File: src/rtl/coder_pkg.sv
// Shared definitions for the turbo-coder receive path: FSM states, trellis taps, widths.
package coder_pkg;

    localparam int unsigned SIZE_W   = 16;
    localparam int unsigned SUM_W    = SIZE_W + 1;
    localparam int unsigned TAIL_CYC = 3;
    localparam int unsigned RSC_W    = 3;

    // Tap masks over r = {r2, r1, r0}: g0 = 1+D^2+D^3 (feedback), g1 = 1+D+D^3 (parity)
    localparam logic [RSC_W-1:0] FB_TAPS = 3'b110;
    localparam logic [RSC_W-1:0] FF_TAPS = 3'b101;

    typedef enum logic [1:0] {
        ST_IDLE = 2'd0,
        ST_DATA = 2'd1,
        ST_TAIL = 2'd2,
        ST_DONE = 2'd3
    } rx_state_e;

    function automatic logic [SIZE_W-1:0] sat_add(input logic [SIZE_W-1:0] v,
                                                   input logic [1:0]        inc);
        logic [SUM_W-1:0] s;
        s = {1'b0, v} + SUM_W'(inc);
        return s[SUM_W-1] ? {SIZE_W{1'b1}} : s[SIZE_W-1:0];
    endfunction

endpackage

File: src/rtl/rsc_ref_enc.sv
// Local constituent-1 RSC used to predict zk (data) and xk/zk (termination) of the incoming stream.
module rsc_ref_enc
    import coder_pkg::*;
(
    input  logic clk,
    input  logic reset,
    input  logic clr_i,
    input  logic adv_i,
    input  logic term_i,
    input  logic x_i,
    output logic exp_x_c,
    output logic exp_z_c
);

    logic [RSC_W-1:0] r_q, r_d;
    logic             fb;
    logic             a;

    always_comb begin
        fb      = ^(r_q & FB_TAPS);
        a       = term_i ? 1'b0 : (x_i ^ fb);
        exp_x_c = fb;
        exp_z_c = a ^ (^(r_q & FF_TAPS));
        r_d     = r_q;
        if (clr_i) begin
            r_d = '0;
        end else if (adv_i) begin
            r_d = {r_q[RSC_W-2:0], a};
        end
    end

    always_ff @(posedge clk or posedge reset) begin
        if (reset) begin
            r_q <= '0;
        end else begin
            r_q <= r_d;
        end
    end

endmodule

File: src/rtl/coded_stream_rx.sv
// Turbo-coder stream receiver: packs xk into words, checks zk and the encoder-1 termination.
module coded_stream_rx
    import coder_pkg::*;
#(
    parameter int unsigned OUT_W = 8,
    parameter int unsigned MAX_K = 8192
) (
    input  logic              clk,
    input  logic              reset,
    input  logic [SIZE_W-1:0] size_in,
    input  logic              wreq_size,
    input  logic              in_valid,
    input  logic              xk_in,
    input  logic              zk_in,
    input  logic              zk_prime_in,
    output logic [OUT_W-1:0]  out_data,
    output logic              out_valid,
    input  logic              out_ready,
    output logic              out_last,
    output logic              busy,
    output logic              block_done,
    output logic [SIZE_W-1:0] err_count,
    output logic [SIZE_W-1:0] p2_ones,
    output logic              overflow
);

    localparam int unsigned IDX_W  = (OUT_W > 1) ? $clog2(OUT_W) : 1;
    localparam int unsigned FIFO_D = 2;

    typedef struct packed {
        logic             last;
        logic [OUT_W-1:0] data;
    } word_t;

    rx_state_e         state_q, state_d;
    logic [SIZE_W-1:0] k_q, k_d;
    logic [SIZE_W-1:0] bit_q, bit_d;
    logic [IDX_W-1:0]  pidx_q, pidx_d;
    logic [OUT_W-1:0]  pack_q, pack_d;
    logic [SIZE_W-1:0] err_q, err_d;
    logic [SIZE_W-1:0] p2_q, p2_d;
    logic              ovf_q, ovf_d;
    word_t             mem_q [FIFO_D];
    word_t             mem_d [FIFO_D];
    logic              wr_q, wr_d;
    logic              rd_q, rd_d;
    logic [1:0]        cnt_q, cnt_d;
    word_t             head_q, head_d;
    logic              valid_q, valid_d;
    logic              busy_q, busy_d;
    logic              done_q, done_d;

    logic              rsc_clr, rsc_adv, rsc_term;
    logic              exp_x_c, exp_z_c;
    logic              blk_start, last_bit, push, pop, full, wr_en, p2_inc;
    logic [1:0]        err_inc;
    logic [OUT_W-1:0]  pack_nxt;
    word_t             push_word;

    rsc_ref_enc u_rsc (
        .clk     (clk),
        .reset   (reset),
        .clr_i   (rsc_clr),
        .adv_i   (rsc_adv),
        .term_i  (rsc_term),
        .x_i     (xk_in),
        .exp_x_c (exp_x_c),
        .exp_z_c (exp_z_c)
    );

    // Next-state: block FSM, counters, pack register and the fall-through FIFO
    always_comb begin
        state_d   = state_q;
        k_d       = k_q;
        bit_d     = bit_q;
        pidx_d    = pidx_q;
        pack_d    = pack_q;
        mem_d     = mem_q;
        wr_d      = wr_q;
        rd_d      = rd_q;
        rsc_clr   = 1'b0;
        rsc_adv   = 1'b0;
        rsc_term  = 1'b0;
        blk_start = 1'b0;
        push      = 1'b0;
        push_word = '0;
        err_inc   = 2'd0;
        p2_inc    = 1'b0;
        last_bit  = (bit_q == (k_q - SIZE_W'(1)));
        pack_nxt  = pack_q | (OUT_W'(xk_in) << pidx_q);

        case (state_q)
            ST_IDLE: begin
                if (wreq_size && (size_in != '0) && (size_in <= SIZE_W'(MAX_K))) begin
                    k_d       = size_in;
                    bit_d     = '0;
                    pidx_d    = '0;
                    pack_d    = '0;
                    rsc_clr   = 1'b1;
                    blk_start = 1'b1;
                    state_d   = ST_DATA;
                end
            end
            ST_DATA: begin
                if (in_valid) begin
                    rsc_adv = 1'b1;
                    err_inc = {1'b0, zk_in ^ exp_z_c};
                    p2_inc  = zk_prime_in;
                    if ((pidx_q == IDX_W'(OUT_W - 1)) || last_bit) begin
                        push      = 1'b1;
                        push_word = '{last: last_bit, data: pack_nxt};
                        pack_d    = '0;
                        pidx_d    = '0;
                    end else begin
                        pack_d = pack_nxt;
                        pidx_d = pidx_q + IDX_W'(1);
                    end
                    if (last_bit) begin
                        bit_d   = '0;
                        state_d = ST_TAIL;
                    end else begin
                        bit_d = bit_q + SIZE_W'(1);
                    end
                end
            end
            ST_TAIL: begin
                if (in_valid) begin
                    rsc_adv  = 1'b1;
                    rsc_term = 1'b1;
                    err_inc  = 2'(xk_in ^ exp_x_c) + 2'(zk_in ^ exp_z_c);
                    if (bit_q == SIZE_W'(TAIL_CYC - 1)) begin
                        bit_d   = '0;
                        state_d = ST_DONE;
                    end else begin
                        bit_d = bit_q + SIZE_W'(1);
                    end
                end
            end
            ST_DONE: state_d = ST_IDLE;
            default: state_d = ST_IDLE;
        endcase

        // A full FIFO still accepts a push when the head leaves in the same cycle
        pop   = valid_q && out_ready;
        full  = (cnt_q == 2'(FIFO_D));
        wr_en = push && (!full || pop);
        if (wr_en) begin
            mem_d[wr_q] = push_word;
            wr_d        = ~wr_q;
        end
        if (pop) begin
            rd_d = ~rd_q;
        end
        cnt_d   = cnt_q + 2'(wr_en) - 2'(pop);
        valid_d = (cnt_d != 2'd0);
        head_d  = valid_d ? mem_d[rd_d] : '0;

        err_d  = blk_start ? '0 : sat_add(err_q, err_inc);
        p2_d   = blk_start ? '0 : sat_add(p2_q, {1'b0, p2_inc});
        ovf_d  = blk_start ? 1'b0 : (ovf_q | (push & ~wr_en));
        busy_d = (state_d != ST_IDLE);
        done_d = (state_d == ST_DONE);
    end

    always_ff @(posedge clk or posedge reset) begin
        if (reset) begin
            state_q <= ST_IDLE;
            k_q     <= '0;
            bit_q   <= '0;
            pidx_q  <= '0;
            pack_q  <= '0;
            err_q   <= '0;
            p2_q    <= '0;
            ovf_q   <= 1'b0;
            mem_q   <= '{default: '0};
            wr_q    <= 1'b0;
            rd_q    <= 1'b0;
            cnt_q   <= 2'd0;
            head_q  <= '0;
            valid_q <= 1'b0;
            busy_q  <= 1'b0;
            done_q  <= 1'b0;
        end else begin
            state_q <= state_d;
            k_q     <= k_d;
            bit_q   <= bit_d;
            pidx_q  <= pidx_d;
            pack_q  <= pack_d;
            err_q   <= err_d;
            p2_q    <= p2_d;
            ovf_q   <= ovf_d;
            mem_q   <= mem_d;
            wr_q    <= wr_d;
            rd_q    <= rd_d;
            cnt_q   <= cnt_d;
            head_q  <= head_d;
            valid_q <= valid_d;
            busy_q  <= busy_d;
            done_q  <= done_d;
        end
    end

    assign out_data   = head_q.data;
    assign out_last   = head_q.last;
    assign out_valid  = valid_q;
    assign busy       = busy_q;
    assign block_done = done_q;
    assign err_count  = err_q;
    assign p2_ones    = p2_q;
    assign overflow   = ovf_q;

endmodule

File: config.mk
export PLATFORM = sky130hd
export DESIGN_NAME = coded_stream_rx
export DESIGN_NICKNAME = d
export VERILOG_FILES = /design/src/rtl/coder_pkg.sv /design/src/rtl/rsc_ref_enc.sv /design/src/rtl/coded_stream_rx.sv
export SDC_FILE = /design/constraint.sdc
export NUM_CORES = 1
export LEC_CHECK = 0
export CAP_MARGIN = 10
export CORE_ASPECT_RATIO = 0.7
export CORE_MARGIN = 2
export CORE_UTILIZATION = 55
export CTS_CLUSTER_DIAMETER = 60
export DETAILED_ROUTE_END_ITERATION = 10
export PLACE_DENSITY_LB_ADDON = 0.2
export SLEW_MARGIN = 40
export SYNTH_ARGS = -nofsm -noshare
export SYNTH_HDL_FRONTEND = slang
export SYNTH_SLANG_ARGS = --single-unit
File: constraint.sdc
create_clock -name clk -period 5.3 [get_ports clk]
set_clock_uncertainty 0.15 [all_clocks]
set_input_delay 1.06 -clock clk [delete_from_list [all_inputs] [get_ports clk]]
set_output_delay 1.06 -clock clk [all_outputs]
set_load 0.1 [all_outputs]
==> metrics <==
post-layout minimum cycle time=4.72 ns; Area contributors post-synth=dfrtp_1 (46%), xnor2_1 (4.9%), nor2_1 (3.9%); Peak VDD IR=276 uV; Post-Synthesis Cell Area=6210 um^2; clock buffer depth=2; CTS tree=yes; type of origin of the critical path=flop; reg2reg path depth=18; vias in the first global route=4926; Async SR Flop Fraction=100%; Final Power=4130 uW; Yosys warning count=0; Initial Utilization=56.4%; Post-Syn Area per Cell=9.53 um^2; syn_nets=694; Post-Synth Adder-Cell Area=3.95%; Vert. Die Dim=92.9 um; slew margin rel.=48.8%; sequential area share after synthesis=46.4%; most common cell in the netlist=dfrtp_1; wire length on met2=6220 um; mux contribution to synthesized area=3.17%; Cells after Synth=651; Overall Global Routing Usage=25.6%; FF+latch count, synth=115; io pins=69; die area=12200 um^2; fmax=212 MHz; DRT antenna net count=0; Main synth FF type=dfrtp_1; htree depth=4; Post-Place Cells=850; setup TNS=0 ns; largest net degree at the start of global routing=53; Tcrit/Tclk final=89.0%; IO buf count=68; final hold violations=0; first-pass GRT wire length=24300 um; Top Layer Used=met4; setup ws final=0.584 ns; Die X=131 um; # fillers=891; Vias/cell=5.74; max-slew violations=0; DP Worst Slack=0.493 ns; fin cells=882; core area=11000 um^2; Worst Path Class, Setup=reg2reg; Synth top cells by count=dfrtp_1 (115), nor2_1 (65), nand2_1 (64); unrepaired setup endpoints after global routing=false; Resize count post-CTS=0; Worst EP required=5.45 ns; top cell type's share of synthesized area=46.4%; dominant cell type by area after synthesis=dfrtp_1; M1 wire length=6990 um; Post-CTS Setup Bufs=0; max cap viols=0; Hold Path Depth=2; Critical Path AT=4.87 ns; drt total wl=14300 um; drc violations=0; GPL Wtd Cong=0.891; share of cells above drive strength 1=15.2%; number of synthesized flops with an enable pin=0; post-synthesis xor/xnor area fraction=7.76%; clock-pin slew on the worst setup and hold paths=0.06 ns; clock sink count=115; Num CTS Buffers=17; Final nets=759; largest family of logic cells by synthesized area=simple AND/OR/NAND/NOR gates; clk_lat worst skew=0.42 ns; Lkg Pwr=0.00338 uW; Rows=32; Synth Area in Compound Gates=14.5%; via count=5067; gr ovfl total=0; Crit. End Element=flop; Post-DP HPWL=10000 um; Ant. Diodes=0; final setup violation count=0; hold_buf cts=0; Netlist cell types=61; router iterations before antenna repair=5; DR WL met3=818 um; Worst Tran Pin Value=0.767 ns; clock root buffer=clkbuf_16; PD cells=562 nW/um^2; post-synthesis simple-gate area fraction=19.9%; DR WL/cell=16.2 um; initial antenna violation count=0; min-delay worst type=reg2reg; status=completed; maximum fanout along the worst path=9; initial DRC count=345; Area growth syn-to-layout=18.4%
stage by stage:
step / instance area, um^2 / util (%) / hold WS [ns]
after floorplan: 6210 / - / 0.297
after global placement: 7000 / 63.6 / 0.311
after global routing: 7350 / 66.7 / 0.364
final: 7350 / 66.7 / 0.344
after detailed placement: 6770 / 61.5 / 0.329
after CTS: 7350 / 66.7 / 0.347
metal layers:
metal  vias to the layer above  GRT usage [%]
li1                       2417              -
met1                      2465           38.1
met2                       156           36.6
met3                        29           6.59
met4                         0           7.62
met5                         -              0
cell usage in the layout, fill, tap and decap left out, types with 14 or more instances in the layout:
cell	synthesis	layout
o21ai_0	14	14
buf_2	3	45
ha_1	18	18
clkdlybuf4s50_1	0	23
nor2_1	65	65
xor2_1	20	20
nand3_1	20	20
inv_1	38	37
clkbuf_16	0	17
xnor2_1	35	35
dfrtp_1	115	115
a21oi_1	48	48
nand2_1	64	64
path summary, 6_finish.rpt:
| path | slack [ns] | endpoint | start |
|---|---|---|---|
| worst max register to register | 0.58 | out_last | k_q[0] |
| worst min register to register | 0.34 | mem_q[13] | mem_q[13] |
| worst min-delay path | 0.34 | mem_q[13] | mem_q[13] |
| worst max-delay path | 0.58 | out_last | k_q[0] |
| min in group asynchronous | 0.94 | pack_q[3] | reset |
| max in group asynchronous | 3.11 | bit_q[9] | reset |
cell type report:
class / instances / area [um^2] / share of cell area (%)
Multi-Input combinational cell: 470 / 3060 / 41.6
Sequential cell: 115 / 2880 / 39.2
Tap cell: 153 / 191 / 2.61
Inverter: 38 / 145 / 1.98
Clock inverter: 12 / 106 / 1.45
Timing Repair Buffer: 74 / 500 / 6.81
Clock buffer: 20 / 467 / 6.35
logic make-up (layout without fill, tap and decap cells):
group | count (synthesis) | in the layout
simple gates | 246 | 246
fa+ha+maj | 19 | 19
compound gates | 132 | 132
xor+xnor | 55 | 55
buf+inv | 66 | 144
flops | 115 | 115
mux | 18 | 18
critical path, stage by stage (launching register included):
cell and delay [ns]:
dfrtp_1 0.42, inv_1 0.09, ha_1 0.20, or3b_1 0.45
or2_1 0.25, nor4_1 0.19, o211ai_1 0.18, a2111o_1 0.42
o21ai_0 0.34, nand2_1 0.16, ha_1 0.30, inv_1 0.04
ha_1 0.18, xnor2_1 0.19, xnor2_1 0.10, or2_2 0.31
nand2_1 0.29, inv_1 0.09, a22o_1 0.24
registers in the layout, indices dropped and copies added, names as in the netlist, 8 cells and up:
name,cells
mem_q,18
bit_q,16
err_count,16
k_q,16
p2_ones,16
out_data,8
pack_q,8
power breakdown:
group	internal (uW)	switching [uW]	total, uW
combinational	517	1200	1720
clock	679	417	1100
sequential	1100	212	1310
No activity file was read; power rests on OpenSTA's default activity.
